==> config.mk <==
export PLATFORM = sky130hd
export DESIGN_NAME = hazard_scoreboard
export DESIGN_NICKNAME = d
export VERILOG_FILES = /design/src/rtl/hazard_scoreboard.sv
export SDC_FILE = /design/constraint.sdc
export NUM_CORES = 1
export LEC_CHECK = 0
export BUFFER_PORTS_ARGS = -buffer_cell sky130_fd_sc_hd__buf_2
export CAP_MARGIN = 20
export CORE_UTILIZATION = 55
export DETAILED_ROUTE_END_ITERATION = 10
export GPL_TIMING_DRIVEN = 0
export PLACE_DENSITY = 0.9
export SYNTH_ARGS = -nofsm -noshare
export SYNTH_HDL_FRONTEND = slang
export SYNTH_SLANG_ARGS = --single-unit
==> constraint.sdc <==
create_clock -name clk -period 4 [get_ports clk]
set_clock_uncertainty 0.1 [all_clocks]
set_input_delay 0.2 -clock clk [delete_from_list [all_inputs] [get_ports clk]]
set_output_delay 0.2 -clock clk [all_outputs]
set_load 0.03 [all_outputs]
==> src/rtl/hazard_scoreboard.sv <==
// Operand hazard scoreboard: tracks in-flight GPR writes past ID and a mul/div
// busy counter, producing per-source bypass selects and the ID stall.
module hazard_scoreboard #(
  parameter int AW    = 5,
  parameter int NSRC  = 2,
  parameter int DEPTH = 3,
  parameter int SW    = $clog2(DEPTH + 1),
  parameter int MDW   = 6
) (
  input  logic               clk,
  input  logic               rst_n,
  input  logic               i_hold,
  input  logic               i_flush,
  input  logic               i_id_valid,
  input  logic               i_id_wen,
  input  logic [AW-1:0]      i_id_dst,
  input  logic [SW-1:0]      i_id_rdy,
  input  logic [NSRC-1:0]    i_src_used,
  input  logic [NSRC*AW-1:0] i_src_num,
  input  logic               i_id_hilo_used,
  input  logic               i_id_md_start,
  input  logic [MDW-1:0]     i_id_md_cycles,
  output logic [NSRC*SW-1:0] o_fwd_sel,
  output logic               o_stall,
  output logic               o_load_use,
  output logic               o_md_busy,
  output logic               o_md_done
);

  logic          r_v   [DEPTH];
  logic [AW-1:0] r_dst [DEPTH];
  logic [SW-1:0] r_rdy [DEPTH];

  logic [MDW-1:0] r_mdCount;
  logic           r_mdDone;

  logic w_hazAny;
  logic w_loadUse;
  logic w_mdBusy;
  logic w_mdStall;
  logic w_stall;
  logic w_mdLoad;

  // Youngest matching stage wins, so the search keeps overwriting down to k=0.
  always_comb begin
    logic [AW-1:0] w_srcNum;
    logic          w_hit;
    int            w_hitK;
    w_hazAny  = 1'b0;
    o_fwd_sel = '0;
    for (int i = 0; i < NSRC; i++) begin
      w_srcNum = i_src_num[i*AW +: AW];
      w_hit    = 1'b0;
      w_hitK   = 0;
      for (int k = DEPTH - 1; k >= 0; k--) begin
        if (r_v[k] && (r_dst[k] == w_srcNum)) begin
          w_hit  = 1'b1;
          w_hitK = k;
        end
      end
      if (i_src_used[i] && (w_srcNum != '0) && w_hit) begin
        if (w_hitK >= int'(r_rdy[w_hitK])) begin
          o_fwd_sel[i*SW +: SW] = SW'(w_hitK + 1);
        end else begin
          w_hazAny = 1'b1;
        end
      end
    end
  end

  assign w_mdBusy   = (r_mdCount != '0);
  assign w_loadUse  = i_id_valid & w_hazAny;
  assign w_mdStall  = i_id_valid & w_mdBusy & (i_id_hilo_used | i_id_md_start);
  assign w_stall    = w_loadUse | w_mdStall;
  assign w_mdLoad   = i_id_valid & i_id_md_start & ~w_stall & ~i_flush;

  assign o_stall    = w_stall;
  assign o_load_use = w_loadUse;
  assign o_md_busy  = w_mdBusy;
  assign o_md_done  = r_mdDone;

  // A flush kills both the ID instruction and the stage-0 entry moving to stage 1.
  always_ff @(posedge clk or negedge rst_n) begin
    if (!rst_n) begin
      for (int k = 0; k < DEPTH; k++) begin
        r_v[k]   <= 1'b0;
        r_dst[k] <= '0;
        r_rdy[k] <= '0;
      end
    end else if (!i_hold) begin
      r_v[0]   <= i_id_valid & i_id_wen & (i_id_dst != '0) & ~w_stall & ~i_flush;
      r_dst[0] <= i_id_dst;
      r_rdy[0] <= i_id_rdy;
      for (int k = 1; k < DEPTH; k++) begin
        r_v[k]   <= (k == 1 && i_flush) ? 1'b0 : r_v[k-1];
        r_dst[k] <= r_dst[k-1];
        r_rdy[k] <= r_rdy[k-1];
      end
    end
  end

  // A running mul/div is not aborted by flush; only hold and reset affect it.
  always_ff @(posedge clk or negedge rst_n) begin
    if (!rst_n) begin
      r_mdCount <= '0;
      r_mdDone  <= 1'b0;
    end else if (!i_hold) begin
      r_mdDone <= (r_mdCount == MDW'(1)) && !w_mdLoad;
      if (w_mdLoad) begin
        r_mdCount <= i_id_md_cycles;
      end else if (r_mdCount != '0) begin
        r_mdCount <= r_mdCount - MDW'(1);
      end
    end
  end

endmodule

==> results.cfg, run 1 <==
[sta]
tightest_slew_ps = 663.2
finalSetupViolations = 0
hold_viol = 0
max_freq_ghz = 0.2688
min_period_ps = 3720
finalMaxSlewViolations = 0
hold_ws_ps = 11.89
setup_tns_ps = 0
period_share = 0.9299
slew_headroom = 0.5579

[synth]
synth_area_leaders = dfrtp_1 38%, mux2_2 12%, xor2_1 11%
synth_area_leader_cell = dfrtp_1
ys_ff_latch = 31
synth.distinct_cells = 36
syn-cell-area_um2 = 2017
avgSynthCellArea_um2 = 10.73
synth-seq-area-share = 0.3846
synth_top_area_share = 0.3846
synth_nets = 228
synth_cells = 188
yosysWarnings = 0

[outcome]
status = finished, final reports clean

[layout]
syn_to_final_growth_pct = 18.61
nFillCells = 255
layout_common_cells = 39 x buf_2, 31 x dfrtp_1, 25 x xor2_1, 22 x mux2_2, 10 x nand2_1
nets = 277
final_util = 0.7004
stdcell_area_um2 = 2392
diodes = 0
drive_gt1_frac = 0.3376
layout_commonest_cell = buf_2

[floorplanning]
die_width_um = 62.56
die_area_um2 = 3913
chipHeight_um = 62.56
core.rowCount = 21
core-area_um2 = 3416
io_pins = 41
initial_utilization = 0.5905

[worst_setup_path]
cp-start-kind = flop
r2r_end = r_mdCount[2]
end_kind = output port
arrival_ps = 3420
cp.required_ps = 3700
crit_type = reg2out
worstReg2RegStart = r_dst[12]
crit_fanout = 7
reg2regPathDepth = 13
r2r_slack_ps = 580

[place]
gp_congestion = 0.8317
port_buffers = 39
placed_area_um2 = 2270
dpl.hpwl_um = 3150

[min_path]
holdPathEnd = r_rdy[4]
worstHoldPathCells = 2
hp-class = in2reg
min_from = i_id_rdy[0]

[power]
p_leak_uw = 0.001114
power-per-cell-area_nw_per_um2 = 370.5
p_total_uw = 886.4
irDropWorstVdd_mv = 0.2642

[clock_network]
cts_buffers = 5
cts_buffer_depth = 2
cts_tree = built
insertion_delay_ps = 330
root_buffer = clkbuf_4
cts_max_level = 2
clk_pin_slew_ps = 90
clock-sinks = 31
post-cts-setup-buffers = 0

[grt]
grt_pass1_wl_um = 6906
track_usage = 0.2236
overflow = 0
grt_pass1_vias = 1570
grt_max_degree = 32
antenna_found_initial = 0

[detailed_routing]
wl_per_cell_um = 14.45
drt-initial-drc-count = 76
final_antenna_net_count = 0
vias = 1592
drcViolationCount = 0
finalWirelength_um = 4090
vias_per_cell = 5.625
dr.pass1.iters = 4

[run]
drv_cap = 0
[through the flow]
step | instances | setup WS (ps)
final | 283 | 280.3
after global routing | 283 | -11.04
after CTS | 285 | 66.68
after detailed placement | 273 | 406.9
after global placement | 273 | 461.0
after floorplan | 188 | 850.8
[Yosys cell counts (all sizes together)]
cell and instances:
clkbuf 5, nand2b 7, buf 1, and2 3, nor4 9, ha 7, o211ai 2, dfrtp 31
mux2i 4, a31oi 1, nand2 11, nor3 3, o22ai 1, or4 3, nor3b 5, and3 6
xnor2 6, and4 1, mux2 22, inv 4, nor2 3, a211oi 2, a21o 2, or3 2
o31ai 3, a221o 1, a21oi 5, o21a 6, xor2 25, o21ai 5, o221a 2
[worst max-delay path by stage]
| stage | end | slack [ps] | cells past startpoint | startpoint |
|---|---|---|---|---|
| after floorplan | r_v[2] | 850 | 12 | r_dst[2] |
| after global routing | o_load_use | -10 | 13 | r_dst[13] |
| final | o_load_use | 280 | 13 | r_dst[12] |
| after global placement | r_mdCount[2] | 460 | 12 | r_dst[2] |
| after CTS | o_load_use | 70 | 12 | r_dst[2] |
| after detailed placement | r_mdCount[2] | 410 | 14 | r_dst[11] |
[registers in the layout, summed over array words and instances, names as in the netlist]
signal and count:
r_rdy 6, r_mdCount 6, r_v 3, o_md_done 1, r_dst 15
[report_power, final]
part           internal, uW  switching, uW
logic                   133            117
registers               376           80.7
clock network          81.2           98.6
total                   590            296
[critical path, cell delays in order, from the launching register on]
cell,delay [ps]
dfrtp_1,440
xor2_1,180
nor4_1,300
and3_1,270
nand2b_2,220
mux2i_1,200
o21ai_0,110
ha_1,290
nand2b_1,140
a21oi_1,180
nand2_1,130
o22ai_4,250
and2_1,190
buf_2,200
[kinds of logic after synthesis]
| family | Yosys count | share of synthesized area |
|---|---|---|
| muxes | 26 | 0.1427 |
| buffers and inverters | 10 | 0.01861 |
| and+or+nand+nor | 53 | 0.1700 |
| adders and majority gates | 7 | 0.04342 |
| xor gates and xnor gates | 31 | 0.1346 |
| DFF | 31 | 0.3846 |
| AOI/OAI and AO/OA | 30 | 0.1061 |
[repair_timing]
item | in CTS | in global routing
endpoints found under the setup margin | 0 | 2
hold buffers | 5 | 0
hold endpoints to repair | 35 | 0
gates resized for setup | 0 | 6
[final cells by class]
type	count	area (um^2)	area share
clock inverters	1	5.005	0.002092
plain buffers	4	15.01	0.006276
repair buffers	44	245.2	0.1025
multi-input cells	147	1227	0.5131
well taps	46	57.56	0.02406
clock buffers	6	51.30	0.02144
flip-flops and latches	31	775.7	0.3243
inverters	4	15.01	0.006276
[layer usage]
layer  vias to the layer above  GRT usage  wire length [um]
met5                         -          0                 0
met4                         0    0.08721                54
met3                         7    0.03285               122
met1                       757     0.3112              1927
li1                        785          -                 -
met2                        43     0.3505              1986
Power figures use the tool's default switching activity.
==> inputs of run 2 (changes only) <==
==> constraint.sdc (replaced) <==
create_clock -name clk -period 4 [get_ports clk]
set_clock_uncertainty 0.1 [all_clocks]
set_input_delay 1 -clock clk [delete_from_list [all_inputs] [get_ports clk]]
set_output_delay 1 -clock clk [all_outputs]
set_load 0.03 [all_outputs]
==> run 2 against run 1 <==
  * First-iteration DRC count is 37% lower
  * The run now ends with setup timing left
  * Cell area is 12% higher
  * Critical path type is now in2out
  * Hold slack better by 400 ps
  * Via count is 8.5% higher
  * Wire length is 28% higher
==> results.cfg, run 2 (synthesis results as in run 1) <==
[min_path]
hp-class = reg2reg
worstHoldPathCells = 2

[detailed_routing]
dr.pass1.iters = 5
drt-initial-drc-count = 48
drcViolationCount = 0
vias_per_cell = 5.854
finalWirelength_um = 5239
wl_per_cell_um = 17.76
vias = 1727
final_antenna_net_count = 0

[outcome]
violations = setup timing
status = complete, but fails checks

[grt]
antenna_found_initial = 0
track_usage = 0.2707
grt_pass1_vias = 1767
grt_max_degree = 32
grt_pass1_wl_um = 8190
overflow = 0

[floorplanning]
core.rowCount = 21
die_width_um = 62.56
die_area_um2 = 3913
io_pins = 41
chipHeight_um = 62.56
initial_utilization = 0.5905
core-area_um2 = 3416

[layout]
largest_reg_flops = 15
drive_gt1_frac = 0.4659
stdcell_area_um2 = 2669
nets = 288
multi_input_area_um2 = 1349
syn_to_final_growth_pct = 32.32
final_util = 0.7813
largest-register = r_dst
layout_commonest_cell = dfrtp_1
top_regs = r_dst (15), r_mdCount (6), r_rdy (6)
regArea_um2 = 775.7
layout_common_cells = 31 x dfrtp_1, 26 x buf_2, 24 x xor2_1, 22 x mux2_2, 16 x buf_4
diodes = 0
nFillCells = 224

[power]
power-per-cell-area_nw_per_um2 = 344.6
clkPwrFrac = 0.187
irDropWorstVdd_mv = 0.2754
p_leak_uw = 0.001227
p_switching_uw = 328.0
p_int_uw = 591.6
pwr-share-seq = 0.503
swShare = 0.3567
p_comb_frac = 0.310

[worst_setup_path]
crit_type = in2out
reg2regPathDepth = 13
crit_fanout = 5
critical_path.startpoint = i_src_num[6]
worstSetupEndpoint = o_load_use
r2r_end = r_mdCount[2]
r2r_slack_ps = 630
worstReg2RegStart = r_dst[3]
arrival_ps = 3540
end_kind = output port
cp.required_ps = 2900
cp-start-kind = primary input

[sta]
setup_tns_ps = -3240
finalWorstSetupSlack_ps = -635.3
tightest_slew_ps = 668.9
slew_headroom = 0.5541
finalSetupViolations = 6
finalMaxSlewViolations = 0
period_share = 1.159
hold_viol = 0
max_freq_ghz = 0.2157
min_period_ps = 4635
rsz0062_at_grt = yes

[clock_network]
cts_max_level = 2
cts_tree = built
cts_buffer_depth = 2
insertion_delay_ps = 330
root_buffer = clkbuf_4
clk_pin_slew_ps = 100
clock-sinks = 31
cts_buffers = 5
postCtsHoldBufs = 0

[place]
port_buffers = 39
placed_area_um2 = 2326
gp_congestion = 0.8607
dpl.hpwl_um = 3433

[run]
drv_cap = 0
run 2: critical path, stage by stage:
cell and delay [ps]:
buf_6 110, xor2_1 160, nor4_1 320, and3_1 260, nor3b_4 300, buf_4 180
a21oi_2 50, ha_1 330, a21oi_4 190, nand2_2 90, o22ai_4 230, and2_4 190
buf_6 120
run 2: layout make-up:
class | instances | share of cell area
Tap cell | 46 | 0.02157
Sequential cell | 31 | 0.2907
Multi-Input combinational cell | 147 | 0.5054
Timing Repair Buffer | 55 | 0.1514
Clock inverter | 3 | 0.005626
Inverter | 4 | 0.005626
Buffer | 4 | 0.005626
Clock buffer | 5 | 0.01406
run 2: per-stage QoR:
stage / total power (uW) / cells / setup WS, ps / hold slack (ps)
2_1_floorplan: 633.4 / 188 / -303.0 / 373.0
3_3_place_gp: 697.7 / 273 / -830.9 / 370.1
3_5_place_dp: 717.1 / 273 / -880.8 / 383.7
4_1_cts: 897.9 / 289 / -572.8 / 406.9
5_1_grt: 973.7 / 295 / -755.6 / 416.9
6_report: 919.6 / 295 / -635.3 / 407.5
run 2: power by group through the flow:
stage / sequential (uW) / clock [uW] / combinational [uW]
4_1_cts: 456 / 173 / 269
2_1_floorplan: 444 / 0 / 189
6_report: 462 / 172 / 285
5_1_grt: 471 / 188 / 315
3_3_place_gp: 457 / 0 / 240
3_5_place_dp: 461 / 0 / 256
run 2: timing repair:
| action | CTS | global route |
|---|---|---|
| gates resized for setup | 38 | 13 |
| setup buffers | 8 | 8 |
| setup endpoints to repair | 6 | 6 |
| pin swaps | 19 | 20 |
run 2: how the worst min path moves through the flow:
stage	start	end
after CTS	o_md_done	o_md_done
after global routing	o_md_done	o_md_done
final	o_md_done	o_md_done
after global placement	o_md_done	o_md_done
after floorplan	r_v[1]	r_v[1]
after detailed placement	o_md_done	o_md_done
run 2: layer usage:
| metal | wire, um | vias to the layer above | GRT usage |
|---|---|---|---|
| met5 | 0 | - | 0 |
| met4 | 99 | 0 | 0.08721 |
| met3 | 194 | 10 | 0.03832 |
| met2 | 2820 | 67 | 0.4837 |
| met1 | 2124 | 851 | 0.3337 |
| li1 | - | 799 | - |
